===== src/rtl/game_pkg.sv =====
// Shared game constants: screen size, character reset position,
// blink state encoding, colour palette and the sprite bitmap.
package game_pkg;

  localparam int SCREEN_W = 640;
  localparam int SCREEN_H = 480;

  localparam int CHAR_RESET_X = 328;
  localparam int CHAR_RESET_Y = 232;

  typedef enum logic [1:0] {
    SHOW      = 2'd0,
    BLINK_ON  = 2'd1,
    BLINK_OFF = 2'd2
  } blink_e;

  localparam logic [23:0] PALETTE [16] = '{
    24'h000000, 24'hFFFFFF, 24'hFF0000, 24'h00FF00,
    24'h0000FF, 24'hFFFF00, 24'h00FFFF, 24'hFF00FF,
    24'h808080, 24'h800000, 24'h008000, 24'h000080,
    24'hFF8000, 24'h8000FF, 24'hC0C0C0, 24'h404040
  };

  // Sprite bitmap as a constant table: address is {row,col}.
  // The anti-diagonal is transparent; elsewhere index = 3*row+col+5.
  function automatic logic [3:0] sprite_index(input logic [7:0] a);
    logic [3:0] r;
    logic [3:0] c;
    logic [4:0] s;
    r = a[7:4];
    c = a[3:0];
    s = {1'b0, r} + {1'b0, c};
    if (s == 5'd15) return 4'd0;
    return r + r + r + c + 4'd5;
  endfunction

endpackage


===== src/rtl/character_renderer_if.sv =====
// Scan/position bundle between the video timing side and the
// character renderer: position, scan coords in, RGB out.
interface character_renderer_if;

  logic       game_state;
  logic       frame_start;
  logic [9:0] char_x;
  logic [9:0] char_y;
  logic [9:0] pixel_x;
  logic [9:0] pixel_y;
  logic       video_on;
  logic [23:0] rgb_out;
  logic        rgb_valid;

  modport master (
    output game_state,
    output frame_start,
    output char_x,
    output char_y,
    output pixel_x,
    output pixel_y,
    output video_on,
    input  rgb_out,
    input  rgb_valid
  );

  modport slave (
    input  game_state,
    input  frame_start,
    input  char_x,
    input  char_y,
    input  pixel_x,
    input  pixel_y,
    input  video_on,
    output rgb_out,
    output rgb_valid
  );

endinterface


===== src/rtl/character_sprite_rom.sv =====
// 256x4 sprite ROM, synchronous read, 1-cycle latency.
// Ports: clk, addr[7:0] = {row,col}, data[3:0] palette index.
module character_sprite_rom
  import game_pkg::*;
(
  input  logic       clk,
  input  logic [7:0] addr,
  output logic [3:0] data
);

  always_ff @(posedge clk) begin
    data <= sprite_index(addr);
  end

endmodule


===== src/rtl/character_renderer.sv =====
// Draws the character sprite over the background with 2-cycle latency.
// Ports: CLOCK_50, reset (async, low), bus (slave: scan in, rgb out).
module character_renderer
  import game_pkg::*;
#(
  parameter int          SPRITE_W     = 16,
  parameter int          SPRITE_H     = 16,
  parameter int          BLINK_FRAMES = 15,
  parameter logic [23:0] BG_RGB       = 24'h000000
) (
  input logic            CLOCK_50,
  input logic            reset,
  character_renderer_if.slave bus
);

  localparam int XW = $clog2(SPRITE_W);
  localparam int YW = $clog2(SPRITE_H);
  localparam int AW = XW + YW;
  localparam int CW = (BLINK_FRAMES > 1) ? $clog2(BLINK_FRAMES) : 1;

  // Shadow position, refreshed only at frame start so no tearing.
  logic [9:0] sx_q;
  logic [9:0] sy_q;

  always_ff @(posedge CLOCK_50 or negedge reset) begin
    if (!reset) begin
      sx_q <= 10'(CHAR_RESET_X);
      sy_q <= 10'(CHAR_RESET_Y);
    end else if (bus.frame_start) begin
      sx_q <= bus.char_x;
      sy_q <= bus.char_y;
    end
  end

  blink_e         state_q;
  blink_e         state_d;
  logic [CW-1:0]  cnt_q;
  logic [CW-1:0]  cnt_d;
  logic           last;

  assign last = (cnt_q == CW'(BLINK_FRAMES - 1));

  always_ff @(posedge CLOCK_50 or negedge reset) begin
    if (!reset) begin
      state_q <= SHOW;
      cnt_q   <= '0;
    end else begin
      state_q <= state_d;
      cnt_q   <= cnt_d;
    end
  end

  always_comb begin
    state_d = state_q;
    cnt_d   = cnt_q;
    if (bus.frame_start) begin
      case (state_q)
        SHOW: begin
          if (bus.game_state) begin
            state_d = BLINK_OFF;
            cnt_d   = '0;
          end
        end
        BLINK_OFF, BLINK_ON: begin
          if (!bus.game_state) begin
            state_d = SHOW;
            cnt_d   = '0;
          end else if (last) begin
            state_d = (state_q == BLINK_OFF) ? BLINK_ON : BLINK_OFF;
            cnt_d   = '0;
          end else begin
            cnt_d = cnt_q + 1'b1;
          end
        end
        default: begin
          state_d = SHOW;
          cnt_d   = '0;
        end
      endcase
    end
  end

  // Stage 1: offset into sprite. 11-bit unsigned compare rejects
  // negative offsets, so nothing wraps to the left/top edge.
  logic [10:0] dx;
  logic [10:0] dy;
  logic        hit;
  logic [7:0]  addr;

  assign dx   = {1'b0, bus.pixel_x} - {1'b0, sx_q};
  assign dy   = {1'b0, bus.pixel_y} - {1'b0, sy_q};
  assign hit  = bus.video_on
              && (dx < 11'(SPRITE_W))
              && (dy < 11'(SPRITE_H));
  assign addr = 8'({dy[YW-1:0], dx[XW-1:0]});

  logic [3:0] idx;

  character_sprite_rom u_rom (
    .clk  (CLOCK_50),
    .addr (addr),
    .data (idx)
  );

  logic        hit_q;
  logic        von_q;
  logic [23:0] rgb_q;
  logic        valid_q;
  logic        visible;

  assign visible = (state_q != BLINK_OFF);

  always_ff @(posedge CLOCK_50 or negedge reset) begin
    if (!reset) begin
      hit_q   <= 1'b0;
      von_q   <= 1'b0;
      rgb_q   <= 24'h0;
      valid_q <= 1'b0;
    end else begin
      hit_q   <= hit;
      von_q   <= bus.video_on;
      valid_q <= von_q;
      if (!von_q)
        rgb_q <= 24'h0;
      else if (hit_q && visible && idx != 4'd0)
        rgb_q <= PALETTE[idx];
      else
        rgb_q <= BG_RGB;
    end
  end

  assign bus.rgb_out   = rgb_q;
  assign bus.rgb_valid = valid_q;

  logic [AW-1:0] unused_addr_w;
  assign unused_addr_w = AW'(0);

endmodule


===== src/flat_wrapper.sv =====
// flat-port wrapper written by rule: the top's interface ports become plain ports
module character_renderer_flat import game_pkg::*;
#(
  parameter int          SPRITE_W     = 16,
  parameter int          SPRITE_H     = 16,
  parameter int          BLINK_FRAMES = 15,
  parameter logic [23:0] BG_RGB       = 24'h000000
)
  (CLOCK_50, reset, bus_game_state, bus_frame_start, bus_char_x, bus_char_y, bus_pixel_x, bus_pixel_y, bus_video_on, bus_rgb_out, bus_rgb_valid);
  character_renderer_if bus_i ();
  input logic CLOCK_50;
  input logic reset;
  input wire logic [$bits(bus_i.game_state)-1:0] bus_game_state;
  input wire logic [$bits(bus_i.frame_start)-1:0] bus_frame_start;
  input wire logic [$bits(bus_i.char_x)-1:0] bus_char_x;
  input wire logic [$bits(bus_i.char_y)-1:0] bus_char_y;
  input wire logic [$bits(bus_i.pixel_x)-1:0] bus_pixel_x;
  input wire logic [$bits(bus_i.pixel_y)-1:0] bus_pixel_y;
  input wire logic [$bits(bus_i.video_on)-1:0] bus_video_on;
  output wire logic [$bits(bus_i.rgb_out)-1:0] bus_rgb_out;
  output wire logic [$bits(bus_i.rgb_valid)-1:0] bus_rgb_valid;
  assign bus_i.game_state = bus_game_state;
  assign bus_i.frame_start = bus_frame_start;
  assign bus_i.char_x = bus_char_x;
  assign bus_i.char_y = bus_char_y;
  assign bus_i.pixel_x = bus_pixel_x;
  assign bus_i.pixel_y = bus_pixel_y;
  assign bus_i.video_on = bus_video_on;
  assign bus_rgb_out = bus_i.rgb_out;
  assign bus_rgb_valid = bus_i.rgb_valid;
  character_renderer #(.SPRITE_W(SPRITE_W), .SPRITE_H(SPRITE_H), .BLINK_FRAMES(BLINK_FRAMES), .BG_RGB(BG_RGB)) u_core (.CLOCK_50(CLOCK_50), .reset(reset), .bus(bus_i));
endmodule

===== config.mk =====
export PLATFORM = sky130hd
export DESIGN_NAME = character_renderer_flat
export DESIGN_NICKNAME = d
export VERILOG_FILES = /design/src/rtl/game_pkg.sv /design/src/rtl/character_renderer_if.sv /design/src/rtl/character_sprite_rom.sv /design/src/rtl/character_renderer.sv /design/src/flat_wrapper.sv
export SDC_FILE = /design/constraint.sdc
export NUM_CORES = 1
export LEC_CHECK = 0
export ABC_AREA = 1
export BUFFER_PORTS_ARGS = -buffer_cell sky130_fd_sc_hd__buf_4
export CAP_MARGIN = 25
export CORE_MARGIN = 2
export CORE_UTILIZATION = 60
export CTS_BUF_LIST = sky130_fd_sc_hd__clkbuf_16
export CTS_CLUSTER_DIAMETER = 40
export DETAILED_ROUTE_END_ITERATION = 12
export HOLD_SLACK_MARGIN = 0.02
export MAX_ROUTING_LAYER = met4
export PLACE_DENSITY = 0.83
export REMOVE_ABC_BUFFERS = 1
export SLEW_MARGIN = 20
export SYNTH_ARGS = -nofsm -noshare
export SYNTH_HDL_FRONTEND = slang
export SYNTH_HIERARCHICAL = 1
export SYNTH_SLANG_ARGS = --single-unit

===== constraint.sdc =====
create_clock -name CLOCK_50 -period 5 [get_ports CLOCK_50]
set_input_delay 0.25 -clock CLOCK_50 [delete_from_list [all_inputs] [get_ports CLOCK_50]]
set_output_delay 0.25 -clock CLOCK_50 [all_outputs]
set_load 0.005 [all_outputs]

=== Yosys cells after proc, flatten, opt, wreduce, memory -nomap -nowiden ===
Memory sizes are Yosys's and may differ from the RTL's.
Cells that the tools add are included.

* Register bits after elaboration: 57
* Bits in latches: 0
* Bits in writable memories: 0
* Memory bits (read-only): 384
* Input bits: 45
* Output and inout port bits: 25
* Word-level logic and storage cells: 54
* Memories: 1

{| class="wikitable"
|+ Memory list
! name !! words !! width !! rd ports !! clocked after Yosys merged registers in !! write ports !! line !! RTL
|-
| (name not given) || 16 || 24 || 1 || 0 || 0 || character_renderer.sv:126 || <nowiki>rgb_q <= PALETTE[idx];</nowiki>
|}

* Add/subtract/negate cells: 8
* Multipliers: 0
* Divide/modulo/power cells: 0
* $lt $le $gt $ge: 3
* Equality and inequality tests: 7
* Shift-type cells: 0
* Mux-type cells: 16
* Bitwise operators: 1
* Reduce and logical (&&, ||, !) cells: 9

{| class="wikitable"
|+ Operators with widths
! cell !! number
|-
| $mux 24 || 4
|-
| $lt 11x5->1 const B || 2
|-
| $sub 10x10->11 || 2
|-
| $mux 4 || 5
|-
| $add 4x4->4 || 3
|-
| $mux 2 || 4
|-
| $pmux 4 s2 || 1
|-
| $add 4x4->5 || 1
|-
| $eq 5x4->1 const B || 1
|-
| $ge 5x5->1 const B || 1
|-
| $not 4->5 || 1
|-
| $add 4x1->4 const B || 1
|-
| $add 4x3->4 const B || 1
|-
| $eq 4x4->1 const B || 1
|-
| $logic_and 1x1->1 || 4
|-
| $ne 2x2->1 const B || 2
|-
| $pmux 2 s2 || 1
|-
| $reduce_bool 4->1 || 1
|-
| $ne 3x2->1 const B || 1
|-
| $reduce_and 3->1 || 1
|-
| $eq 2x1->1 const B || 1
|-
| $eq 2x2->1 const B || 1
|-
| $logic_not 2->1 || 1
|-
| $reduce_and 2->1 || 1
|-
| other kinds (2) || 2
|}

=== Longest topological paths before layout ===
Gate-level depths: netlist of the first run.

* Depth after elaboration: 6
* Depth in mapped cells: 16
* Gate-level depth less buffers: 16

=== Modules after synthesis ===
The synthesis of the first run kept the hierarchy.

{| class="wikitable"
|+ By module, submodules not included
! module !! instances !! cells an instance !! area each (um2) !! seq. area each (um2)
|-
| character_renderer || 1 || 404 || 2902.8 || 959.7
|-
| character_sprite_rom || 1 || 78 || 490.5 || 80.1
|}

=== Least setup slack after synthesis of the first run ===
OpenSTA, ideal clock, no wires.

* Path kind: register -> register
* From: register u_core.sx_q[0]
* To: register u_core.u_rom.data[3]
* Setup time: 0.113 ns
* Arrival time: 2.545 ns
* Data required time: 4.887 ns
* Slack: 2.342 ns
* Stages on the path, launching flop included: 15
* Buffers on the path: 0
* Period minus slack after synthesis: 2.658 ns
* Cells stage by stage: dfrtp_1 -> ha_1 -> fa_1 -> xnor2_1 -> inv_1 -> ha_1 -> fa_1 -> inv_1 -> ha_1 -> inv_1 -> nand3_1 -> nand2_1 -> nand2_1 -> nand2_1 -> nor2_1

* Cells in the longest elaborated chain, start to end: 5
* Elaborated cells on any way between the ends: 7
* Classes of those cells: 4 x add/sub; 1 x eq/ne; 2 x mux

{| class="wikitable"
|+ Ends and longest elaborated chain
! what !! line !! RTL
|-
| start: declaration || character_renderer.sv:22 || <nowiki>logic [9:0] sx_q;</nowiki>
|-
| start signal: assignment || character_renderer.sv:27 || <nowiki>sx_q <= 10'(CHAR_RESET_X);</nowiki>
|-
| start signal: assignment || character_renderer.sv:30 || <nowiki>sx_q <= bus.char_x;</nowiki>
|-
| $sub 10x10->11 (*) || character_renderer.sv:90 || <nowiki>assign dx = {1'b0, bus.pixel_x} - {1'b0, sx_q};</nowiki>
|-
| via u_core.dx[2] || character_renderer.sv:85 || <nowiki>logic [10:0] dx;</nowiki>
|-
| parallel branches: the longest is 3 deep, another holds $add 4x4->4 || -- ||
|-
| $mux 4 (*) || game_pkg.sv:34 || <nowiki>return r + r + r + c + 4'd5;</nowiki>
|-
| end signal: assignment || character_sprite_rom.sv:12 || <nowiki>data <= sprite_index(addr);</nowiki>
|-
| end: declaration || character_sprite_rom.sv:8 || <nowiki>output logic [3:0] data</nowiki>
|}

Mark *: on every way through the listed nets, which the timed path passes.
A chain may end at the register's enable or synchronous reset.

=== Worst setup path after layout of the first run ===
Same ends and word-level chain as after synthesis.

==> impl_metrics.toml, run 1 <==
[outcome]
status = "completed"

[route]
firstDrtPassIters = 4
vias_per_cell = 5.05
drtIter0Drc = 209
drc = 0
avgRoutedWirePerCell_um = 11.6
wirelength_um = 7130
antenna_left = 0
via_count = 3093

[place]
gp_congestion = 0.910
port_buffers = 69
hpwl_um = 5540

[global_route]
grt_usage_pct = 24.8
antenna_found_initial = 0
first_global_vias = 2935
grt_pass1_wl_um = 12100
grt_max_degree = 41
overflow = 0

[final_layout]
multi_input_area_um2 = 1840
final_net_count = 628
drive_above_1_share_pct = 19.6
area_delta_synth_final_pct = 19.3
nFillCells = 457
diodes = 0
regArea_um2 = 1040

[floorplanning]
dieArea_um2 = 6270
io_pins = 70
fp.dieH_um = 79.2
initial_core_util_pct = 62.0
fp.dieW_um = 79.2
core_um2 = 5470
rows = 27

[clocking]
cts_root_buf = "clkbuf_16"
ctsHoldBuffers = 1
clkSinkCount = 42
ctsResizeCount = 0
htree_levels = 2
tritoncts = "built"
cts_setup_buffers = 0
clk_latency_ns = 0.28
max-clock-path-buffers = 2
cts_inserted_buffers = 5
clkTransAtPathRegs_ns = 0.06

[yosys]
yosys_warnings = 6
ys_ff_latch = 42
synth-compound-area-share_pct = 9.59
async_flop_share_pct = 90.5
syn_inst = 482
yosys.area_share.simple_pct = 26.4
ys_seq_area_share_pct = 30.6
synthAdderAreaFrac_pct = 17.0
synth_edf_count = 0
synth_mux_area_share_pct = 0
ys_types = 36
synth_area_um2 = 3390
synth_ff_type = "dfrtp_1"
synth_top_family_by_area = "simple AND/OR/NAND/NOR gates"
syn_avg_cell_area_um2 = 7.04
synth_xor_area_share_pct = 1.29

[pwr]
combinationalPowerShare_pct = 44.6
finalPower_mw = 1.43
power_frac_seq_pct = 29.8
p_leak_nw = 2.34
p_sw_mw = 0.559
power_density_nw_per_um2 = 352
clock_power_share_pct = 25.6
swShare_pct = 39.2
ir_worst_vdd_mv = 0.178
cellInternalPower_mw = 0.867

[worst_hold_path]
min_path_cells = 1
hp-class = "primary input to flop"
hp-start = "bus_video_on"
hold_path_end = "u_core/von_q$_DFF_PN0_"

[sta]
setup_viol_count_final = 0
skew_ns = 0.00546
maxSlewHeadroom_pct = 67.6
max_freq_mhz = 335
min_period_ns = 2.98
max_slew.worst_pin.slew_ns = 0.486
final_hold_viol_count = 0
slew_viol_final = 0
rsz0062_at_grt = "false"
setup_tns_ns = 0
fin_crit_sh_pct = 59.7

[worst_setup_path]
reg2regPathDepth = 15
path_max_fanout = 2
crit_arrival_ns = 3.21
critPathCaptureType = "flop"
critPathRequiredTime_ns = 5.23
timing.rr.end = "u_core/u_rom/data[3]$_SDFF_PN0_"
worstSetupStartpointType = "flop"
reg2reg_from = "u_core/sx_q[0]$_DFFE_PN0P_"
path_class = "flop to flop"
r2r_slack_ns = 2.02

[run]
cap_violations = 0
==> area by class of cell <==
class                   count  share of cell area (%)
multi-input cells         319                    45.5
flip-flops and latches     42                    25.7
repair buffers             70                    13.0
inverters                 102                    9.46
clock buffers               5                    3.09
well taps                  72                    2.22
clock inverters             3                    1.02
==> per-layer routing <==
layer  share of wire (%)  track usage, %  up-vias
li1                    -               -     1591
met1                  43            28.1     1390
met2                  50            45.1      103
met3                 6.0            4.32        9
met4                 1.2            6.72        0
met5                   0               -        -
==> critical path, stage by stage, from the launching register on <==
cell,delay (ns)
dfrtp_1,0.39
ha_1,0.22
fa_1,0.42
xnor2_1,0.26
inv_1,0.08
ha_1,0.32
fa_1,0.52
inv_1,0.05
ha_1,0.21
inv_1,0.07
nand3_1,0.07
nand2_1,0.09
inv_1,0.04
nand2_1,0.06
nand2_1,0.06
nor2_1,0.07
==> cell usage after synthesis (all sizes together), types with 4 or more instances <==
cell / count / area (um^2)
nand3: 36 / 190
o21ai: 27 / 139
fa: 5 / 100
nor2: 32 / 133
xor2: 4 / 35.0
buf: 16 / 118
or2: 4 / 27.5
ha: 38 / 475
a21oi: 20 / 108
dfxtp: 4 / 80.1
dfrtp: 31 / 776
dfstp: 7 / 184
nand2: 136 / 515
inv: 100 / 375
==> flip-flops by register name (all words and copies together), names as in the netlist <==
| signal | count |
|---|---|
| u_core/sx_q | 10 |
| u_core/sy_q | 10 |
| u_core/bus.rgb_out | 9 |
| u_core/cnt_q | 4 |
| u_core/u_rom/data | 4 |
| u_core/state_q | 2 |
| u_core/bus.rgb_valid | 1 |
| u_core/hit_q | 1 |
| u_core/von_q | 1 |
==> power by group through the flow <==
stage | registers (mW) | logic, mW | clock network [mW]
2_1_floorplan | 0.423 | 0.469 | 0
4_1_cts | 0.426 | 0.626 | 0.372
6_report | 0.425 | 0.636 | 0.364
3_3_place_gp | 0.430 | 0.589 | 0
3_5_place_dp | 0.433 | 0.613 | 0
5_1_grt | 0.431 | 0.729 | 0.385
==> stage by stage <==
step	worst slack [ns]	utilization (%)	cells	hold WS, ns	cell area [um^2]
finish	2.02	74.0	613	0.0920	4050
global route	1.88	74.0	613	0.0859	4050
CTS	2.04	74.0	613	0.0873	4050
detailed placement	2.14	70.8	604	0.252	3870
global placement	2.24	70.8	604	0.240	3870
floorplan	2.34	-	463	-0.0456	3260
==> layout by cell type, fill, tap and decap left out <==
cell type	n
a21o_1	1
a21oi_1	18
a21oi_2	2
a31oi_1	2
buf_4	69
bufinv_16	1
clkbuf_16	5
clkinv_1	2
clkinvlp_4	1
dfrtp_1	31
dfstp_2	7
dfxtp_1	4
dlygate4sd3_1	1
fa_1	5
ha_1	38
inv_1	93
inv_2	8
nand2_1	134
nand2_2	2
nand3_1	34
nand3_2	2
nand3b_1	2
nand4_1	1
nor2_1	27
nor2_2	5
nor3_1	2
o211ai_1	3
o21ai_0	24
o21ai_1	2
o21ai_2	1
o21bai_1	2
o22ai_1	1
o31ai_1	2
or2_1	1
or2_2	2
or2_4	1
xnor2_1	1
xor2_1	4
==> kinds of logic (layout without fill, tap and decap cells) <==
family	after synthesis	count (layout)
AND/OR/NAND/NOR	213	213
buffers and inverters	121	180
AO/OA/AOI/OAI	58	58
adder cells (fa/ha/maj)	43	43
flip-flops	42	42
XOR/XNOR	5	5
==> worst max-delay path by stage <==
stage | startpoint | end | slack (ns) | cells after the start
3_5_place_dp | u_core/sx_q[0]$_DFFE_PN0P_ | u_core/u_rom/data[3]$_SDFF_PN0_ | 2.14 | 15
3_3_place_gp | bus_pixel_y[0] | u_core/u_rom/data[3]$_SDFF_PN0_ | 2.24 | 17
2_1_floorplan | u_core/sx_q[0]$_DFFE_PN0P_ | u_core/u_rom/data[3]$_SDFF_PN0_ | 2.34 | 14
6_report | u_core/sx_q[0]$_DFFE_PN0P_ | u_core/u_rom/data[3]$_SDFF_PN0_ | 2.02 | 15
5_1_grt | u_core/sx_q[0]$_DFFE_PN0P_ | u_core/u_rom/data[3]$_SDFF_PN0_ | 1.88 | 15
4_1_cts | u_core/sx_q[0]$_DFFE_PN0P_ | u_core/u_rom/data[3]$_SDFF_PN0_ | 2.04 | 15
Note: power is estimated with default switching activity, not from simulation.
==> run 2: changes to the inputs <==
--- a/config.mk
+++ b/config.mk
@@ -9,13 +9,13 @@
 export BUFFER_PORTS_ARGS = -buffer_cell sky130_fd_sc_hd__buf_4
 export CAP_MARGIN = 25
 export CORE_MARGIN = 2
-export CORE_UTILIZATION = 60
+export CORE_UTILIZATION = 56
 export CTS_BUF_LIST = sky130_fd_sc_hd__clkbuf_16
 export CTS_CLUSTER_DIAMETER = 40
 export DETAILED_ROUTE_END_ITERATION = 12
 export HOLD_SLACK_MARGIN = 0.02
 export MAX_ROUTING_LAYER = met4
-export PLACE_DENSITY = 0.83
+export PLACE_DENSITY = 0.78
 export REMOVE_ABC_BUFFERS = 1
 export SLEW_MARGIN = 20
 export SYNTH_ARGS = -nofsm -noshare
==> constraint.sdc (replaced) <==
create_clock -name CLOCK_50 -period 3.1 [get_ports CLOCK_50]
set_input_delay 0.155 -clock CLOCK_50 [delete_from_list [all_inputs] [get_ports CLOCK_50]]
set_output_delay 0.155 -clock CLOCK_50 [all_outputs]
set_load 0.005 [all_outputs]
==> run 2 against run 1 <==
Clock power up 39%. Sequential power is 61% higher. Sequential share of layout area grew 0.072 points. Worst setup slack worse by 1.7 ns. Total power is 55% higher. Critical path depth did not move. Largest power group unchanged.
==> impl_metrics.toml, run 2 (same netlist as run 1, synthesis figures left out) <==
[route]
drtIter0Drc = 84
firstDrtPassIters = 5
vias_per_cell = 4.97
avgRoutedWirePerCell_um = 11.4
wirelength_um = 7040
drc = 0
via_count = 3067
antenna_left = 0

[clocking]
clkSinkCount = 42
cts_root_buf = "clkbuf_16"
cts_setup_buffers = 0
clk_latency_ns = 0.28
cts_inserted_buffers = 5
tritoncts = "built"
htree_levels = 2
clkTransAtPathRegs_ns = 0.06
max-clock-path-buffers = 2

[sta]
setup_slack_ns = 0.297
max_freq_mhz = 357
fin_crit_sh_pct = 90.4
maxSlewHeadroom_pct = 66.4
final_hold_viol_count = 0
setup_viol_count_final = 0
max_slew.worst_pin.slew_ns = 0.504
min_period_ns = 2.80
setup_tns_ns = 0
skew_ns = 0.00521
slew_viol_final = 0
rsz0062_at_grt = "false"

[pwr]
ir_worst_vdd_mv = 0.279
p_leak_nw = 2.33
power_density_nw_per_um2 = 546
finalPower_mw = 2.20

[floorplanning]
fp.dieH_um = 81.8
fp.dieW_um = 81.8
initial_core_util_pct = 57.7
core_um2 = 5890
rows = 28
dieArea_um2 = 6700
io_pins = 70

[global_route]
antenna_found_initial = 0
grt_usage_pct = 23.7
first_global_vias = 2985
grt_max_degree = 41
grt_pass1_wl_um = 12200
overflow = 0

[worst_hold_path]
hp-start = "bus_char_y[0]"
hp-class = "primary input to flop"

[worst_setup_path]
worstSetupStartpointType = "flop"
crit_path_start = "u_core/sx_q[0]$_DFFE_PN0P_"
path_class = "flop to flop"
crit_arrival_ns = 3.03
path_max_fanout = 2
reg2reg_from = "u_core/sx_q[0]$_DFFE_PN0P_"
critPathCaptureType = "flop"
critPathRequiredTime_ns = 3.33

[final_layout]
final_util_pct = 68.6
layout_commonest_cell = "nand2_1"
final_net_count = 629
drive_above_1_share_pct = 19.6
area_delta_synth_final_pct = 19.0
diodes = 0
final_cell_mix = "nand2_1 (134), inv_1 (92), buf_4 (69)"

[run]
cap_violations = 0

[outcome]
status = "completed"

[place]
port_buffers = 69
gp_congestion = 0.921
dp_slack_ns = 0.304
hpwl_um = 5560
[run 2: routing by layer]
metal	wire, um	GRT usage [%]	part of all wire, %
met5	0	-	0
met4	78	6.33	1.1
met3	451	4.40	6.4
met2	3490	42.2	50
met1	3020	27.4	43
[run 2: worst paths after layout]
kind / to / slack (ns) / cells past startpoint
worst max register to register: u_core/u_rom/data[3]$_SDFF_PN0_ / 0.30 / 15
worst min register to register: u_core/bus.rgb_valid$_DFF_PN0_ / 0.39 / 0
worst min-delay path: u_core/sy_q[0]$_DFFE_PN0P_ / 0.07 / 3
max in group asynchronous: u_core/sy_q[5]$_DFFE_PN1P_ / 2.33 / 2
min in group asynchronous: u_core/sx_q[2]$_DFFE_PN0P_ / 0.39 / 2
worst max-delay path: u_core/u_rom/data[3]$_SDFF_PN0_ / 0.30 / 15
[run 2: metrics by stage]
step / hold slack [ns] / cells / instance area (um^2)
final: 0.0729 / 617 / 4040
after global routing: 0.0888 / 617 / 4040
after CTS: 0.0661 / 617 / 4040
after detailed placement: 0.154 / 607 / 3880
after global placement: 0.150 / 607 / 3880
after floorplan: -0.141 / 463 / 3260
[run 2: what timing repair did]
action,in CTS,in global routing
gates resized for setup,0,0
hold buffers,2,0
hold endpoints to repair,32,0
setup endpoints to repair,0,0
[run 2: critical path, cell delays in order, from the launching register on]
cell and delay, ns:
dfrtp_1 0.38, ha_1 0.21, fa_1 0.40, xnor2_1 0.22, inv_1 0.07, ha_1 0.31, fa_1 0.51, inv_1 0.04
ha_1 0.20, inv_1 0.06, nand3_1 0.07, nand2_1 0.09, inv_1 0.04, nand2_1 0.05, nand2_1 0.04, nor2_1 0.07
[run 2: cell type report]
| type | count | area (um^2) |
|---|---|---|
| Clock buffer | 5 | 125 |
| Multi-Input combinational cell | 319 | 1840 |
| Tap cell | 75 | 93.8 |
| Inverter | 102 | 383 |
| Sequential cell | 42 | 1040 |
| Clock inverter | 3 | 16.3 |
| Fill cell | 521 | 1850 |
| Timing Repair Buffer | 71 | 538 |
[run 2: where the power goes]
group          internal [mW]  total, mW  switching [mW]
registers              0.629      0.686          0.0572
clock network          0.294      0.505           0.211
logic                  0.391       1.01           0.621
total                   1.31       2.20           0.889
==> run 3: changes to the inputs <==
--- a/config.mk
+++ b/config.mk
@@ -9,16 +9,16 @@
 export BUFFER_PORTS_ARGS = -buffer_cell sky130_fd_sc_hd__buf_4
 export CAP_MARGIN = 25
 export CORE_MARGIN = 2
-export CORE_UTILIZATION = 56
+export CORE_UTILIZATION = 50
 export CTS_BUF_LIST = sky130_fd_sc_hd__clkbuf_16
 export CTS_CLUSTER_DIAMETER = 40
 export DETAILED_ROUTE_END_ITERATION = 12
 export HOLD_SLACK_MARGIN = 0.02
 export MAX_ROUTING_LAYER = met4
-export PLACE_DENSITY = 0.78
+export PLACE_DENSITY = 0.74
 export REMOVE_ABC_BUFFERS = 1
 export SLEW_MARGIN = 20
 export SYNTH_ARGS = -nofsm -noshare
 export SYNTH_HDL_FRONTEND = slang
-export SYNTH_HIERARCHICAL = 1
 export SYNTH_SLANG_ARGS = --single-unit
+export TNS_END_PERCENT = 30
==> constraint.sdc (replaced) <==
create_clock -name CLOCK_50 -period 2.3 [get_ports CLOCK_50]
set_input_delay 0.115 -clock CLOCK_50 [delete_from_list [all_inputs] [get_ports CLOCK_50]]
set_output_delay 0.115 -clock CLOCK_50 [all_outputs]
set_load 0.005 [all_outputs]
==> run 3 against run 2 <==
The flow now finishes with violations (setup timing). Global-route usage down 3.6 points. Register-to-register slack worse by 0.97 ns. Worst setup slack worse by 0.97 ns. Critical endpoint is now u_core.u_rom.data[3]$_SDFF_PN0_. Highest routed layer unchanged.
==> impl_metrics.toml, run 3 <==
[sta]
min_period_ns = 2.98
setup_slack_ns = -0.677
slew_viol_final = 0
setup_tns_ns = -1.02
final_hold_viol_count = 0
skew_ns = 0.00498
fin_crit_sh_pct = 129
setup_viol_count_final = 3
max_slew.worst_pin.slew_ns = 0.490
maxSlewHeadroom_pct = 67.3
max_freq_mhz = 336
holdWs_ns = 0.0350
rsz0062_at_grt = "true"

[route]
wirelength_um = 6530
firstDrtPassIters = 4
via_count = 2828
drc = 0
antenna_left = 0
drtIter0Drc = 67
vias_per_cell = 4.97
avgRoutedWirePerCell_um = 11.5

[worst_hold_path]
min_path_cells = 3
hp-class = "primary input to flop"

[place]
gp_congestion = 0.867
hpwl_um = 5240
dp_cells = 556
port_buffers = 69

[floorplanning]
io_pins = 70
dieArea_um2 = 7020
rows = 29
core_um2 = 6240
fp.dieW_um = 83.8
fp.dieH_um = 83.8
initial_core_util_pct = 51.0

[worst_setup_path]
path_max_fanout = 2
crit_chain = "ha_2 > inv_2 > fa_2 > inv_2 > fa_2 > inv_2 > fa_1 > ha_2 > xnor2_2 > xnor2_2 > xor2_1 > o21ai_1 > a21oi_1"
path_class = "flop to flop"
critPathCaptureType = "flop"
reg2regPathDepth = 13
cp.depth = 13
cpMostUsedCell = "inv_2"
crit_arrival_ns = 3.19
path_buf_inv = 3
worstSetupStartpointType = "flop"
critPathRequiredTime_ns = 2.51
critical_path.top_delay_family = "adder cells"
cp_slowest_stage_delay_ns = 0.53
slowest_stage = "fa_2"

[clocking]
cts_inserted_buffers = 5
clkSinkCount = 42
cts_root_buf = "clkbuf_16"
clkTransAtPathRegs_ns = 0.06
htree_levels = 2
max-clock-path-buffers = 2
tritoncts = "built"
clk_latency_ns = 0.29

[outcome]
status = "finished, violations left"
violations = "setup timing"

[yosys]
yosys.area.top_type = "dfrtp_1"
syn_inst = 415
ys_types = 30
yosysMostFrequentCell = "nand2_1"
synth_edf_count = 0
synth_area_um2 = 3180
synth_area_leaders = "dfrtp_1 (24%), ha_1 (15%), nand2_1 (11%), inv_1 (8.5%), dfstp_2 (5.8%)"
ys_seq_area_share_pct = 32.7
syn_avg_cell_area_um2 = 7.67
synth_common_cells = "nand2_1 (96), inv_1 (72), ha_1 (37)"
yosys.area.top_type_share_pct = 24.4
async_flop_share_pct = 90.5
ys_ff_latch = 42
yosys_warnings = 0
synth_ff_type = "dfrtp_1"

[global_route]
grt_max_degree = 39
first_global_vias = 2787
overflow = 0
grt_usage_pct = 20.2
grt_pass1_wl_um = 11300
antenna_found_initial = 0

[run]
cap_violations = 0

[final_layout]
stdcell_count = 569
multi_input_area_um2 = 1780
final_cell_mix = "nand2_1 (96), buf_4 (87), inv_1 (69)"
area_delta_synth_final_pct = 26.4
nFillCells = 585
final_net_count = 578
layout_commonest_cell = "nand2_1"
diodes = 0
final_util_pct = 64.5
regArea_um2 = 1040
drive_above_1_share_pct = 24.8

[pwr]
power_density_nw_per_um2 = 772
p_leak_nw = 2.24
ir_worst_vdd_mv = 0.382
[run 3: cell type report]
cell class / instances / area share [%]
Clock buffer: 5 / 3.11
Tap cell: 77 / 2.39
Sequential cell: 42 / 25.8
Clock inverter: 3 / 1.03
Multi-Input combinational cell: 281 / 44.2
Inverter: 72 / 6.72
Timing Repair Buffer: 89 / 16.7
[run 3: worst reg2reg max path: stages (launching register included)]
cell and delay, ns:
dfrtp_1 0.35, ha_2 0.19, inv_2 0.04, fa_2 0.53
inv_2 0.05, fa_2 0.34, inv_2 0.06, fa_1 0.39
ha_2 0.21, xnor2_2 0.16, xnor2_2 0.14, xor2_1 0.22
o21ai_1 0.09, a21oi_1 0.12
[run 3: cells by family (layout without fill, tap and decap cells)]
family,after synthesis,count (layout),synth area share [%]
adders and majority gates,42,42,17.7
muxes,2,2,0.707
DFF,42,42,32.7
AOI/OAI and AO/OA,58,58,10.4
xor gates and xnor gates,12,12,3.77
and+or+nand+nor,167,167,22.1
buffers and inverters,92,169,12.6
[run 3: worst paths after layout]
path / from / slack [ns] / to
max: u_core.sy_q[0]$_DFFE_PN0P_ / -0.68 / u_core.u_rom.data[3]$_SDFF_PN0_
min: bus_char_y[3] / 0.04 / u_core.sy_q[3]$_DFFE_PN1P_
max reg2reg: u_core.sy_q[0]$_DFFE_PN0P_ / -0.68 / u_core.u_rom.data[3]$_SDFF_PN0_
min reg2reg: u_core.von_q$_DFF_PN0_ / 0.38 / u_core.bus.rgb_valid$_DFF_PN0_
max in group asynchronous: reset / 1.60 / u_core.sy_q[3]$_DFFE_PN1P_
min in group asynchronous: reset / 0.34 / u_core.state_q[0]$_DFFE_PN0P_
[run 3: routing by layer]
layer	vias to the layer above	share of wire [%]	track usage [%]
li1	1457	-	-
met1	1290	43	22.5
met2	77	51	36.9
met3	4	4.7	4.15
met4	0	0.63	4.69
met5	-	0	-
[run 3: repair_timing]
action                                 in CTS  in global routing
setup endpoints to repair                   3                  3
resized for setup                           7                  5
hold buffers                                2                  0
setup buffers                               2                  1
endpoints found under the hold margin      32                  0
pin swaps                                   8                  6
[run 3: power by group]
group          total (mW)  switching, mW  internal [mW]  leakage [nW]
clock network       0.803          0.295          0.508        0.0812
registers           0.917         0.0673          0.850         0.508
logic                1.39          0.774          0.614          1.66
[run 3: stage by stage]
| stage | setup WS, ns | power, mW | area [um^2] |
|---|---|---|---|
| 2_1_floorplan | -0.731 | 1.86 | 3050 |
| 3_3_place_gp | -0.631 | 2.18 | 3780 |
| 3_5_place_dp | -0.753 | 2.23 | 3780 |
| 4_1_cts | -0.719 | 3.08 | 4000 |
| 5_1_grt | -0.785 | 3.36 | 4020 |
| 6_report | -0.677 | 3.11 | 4020 |
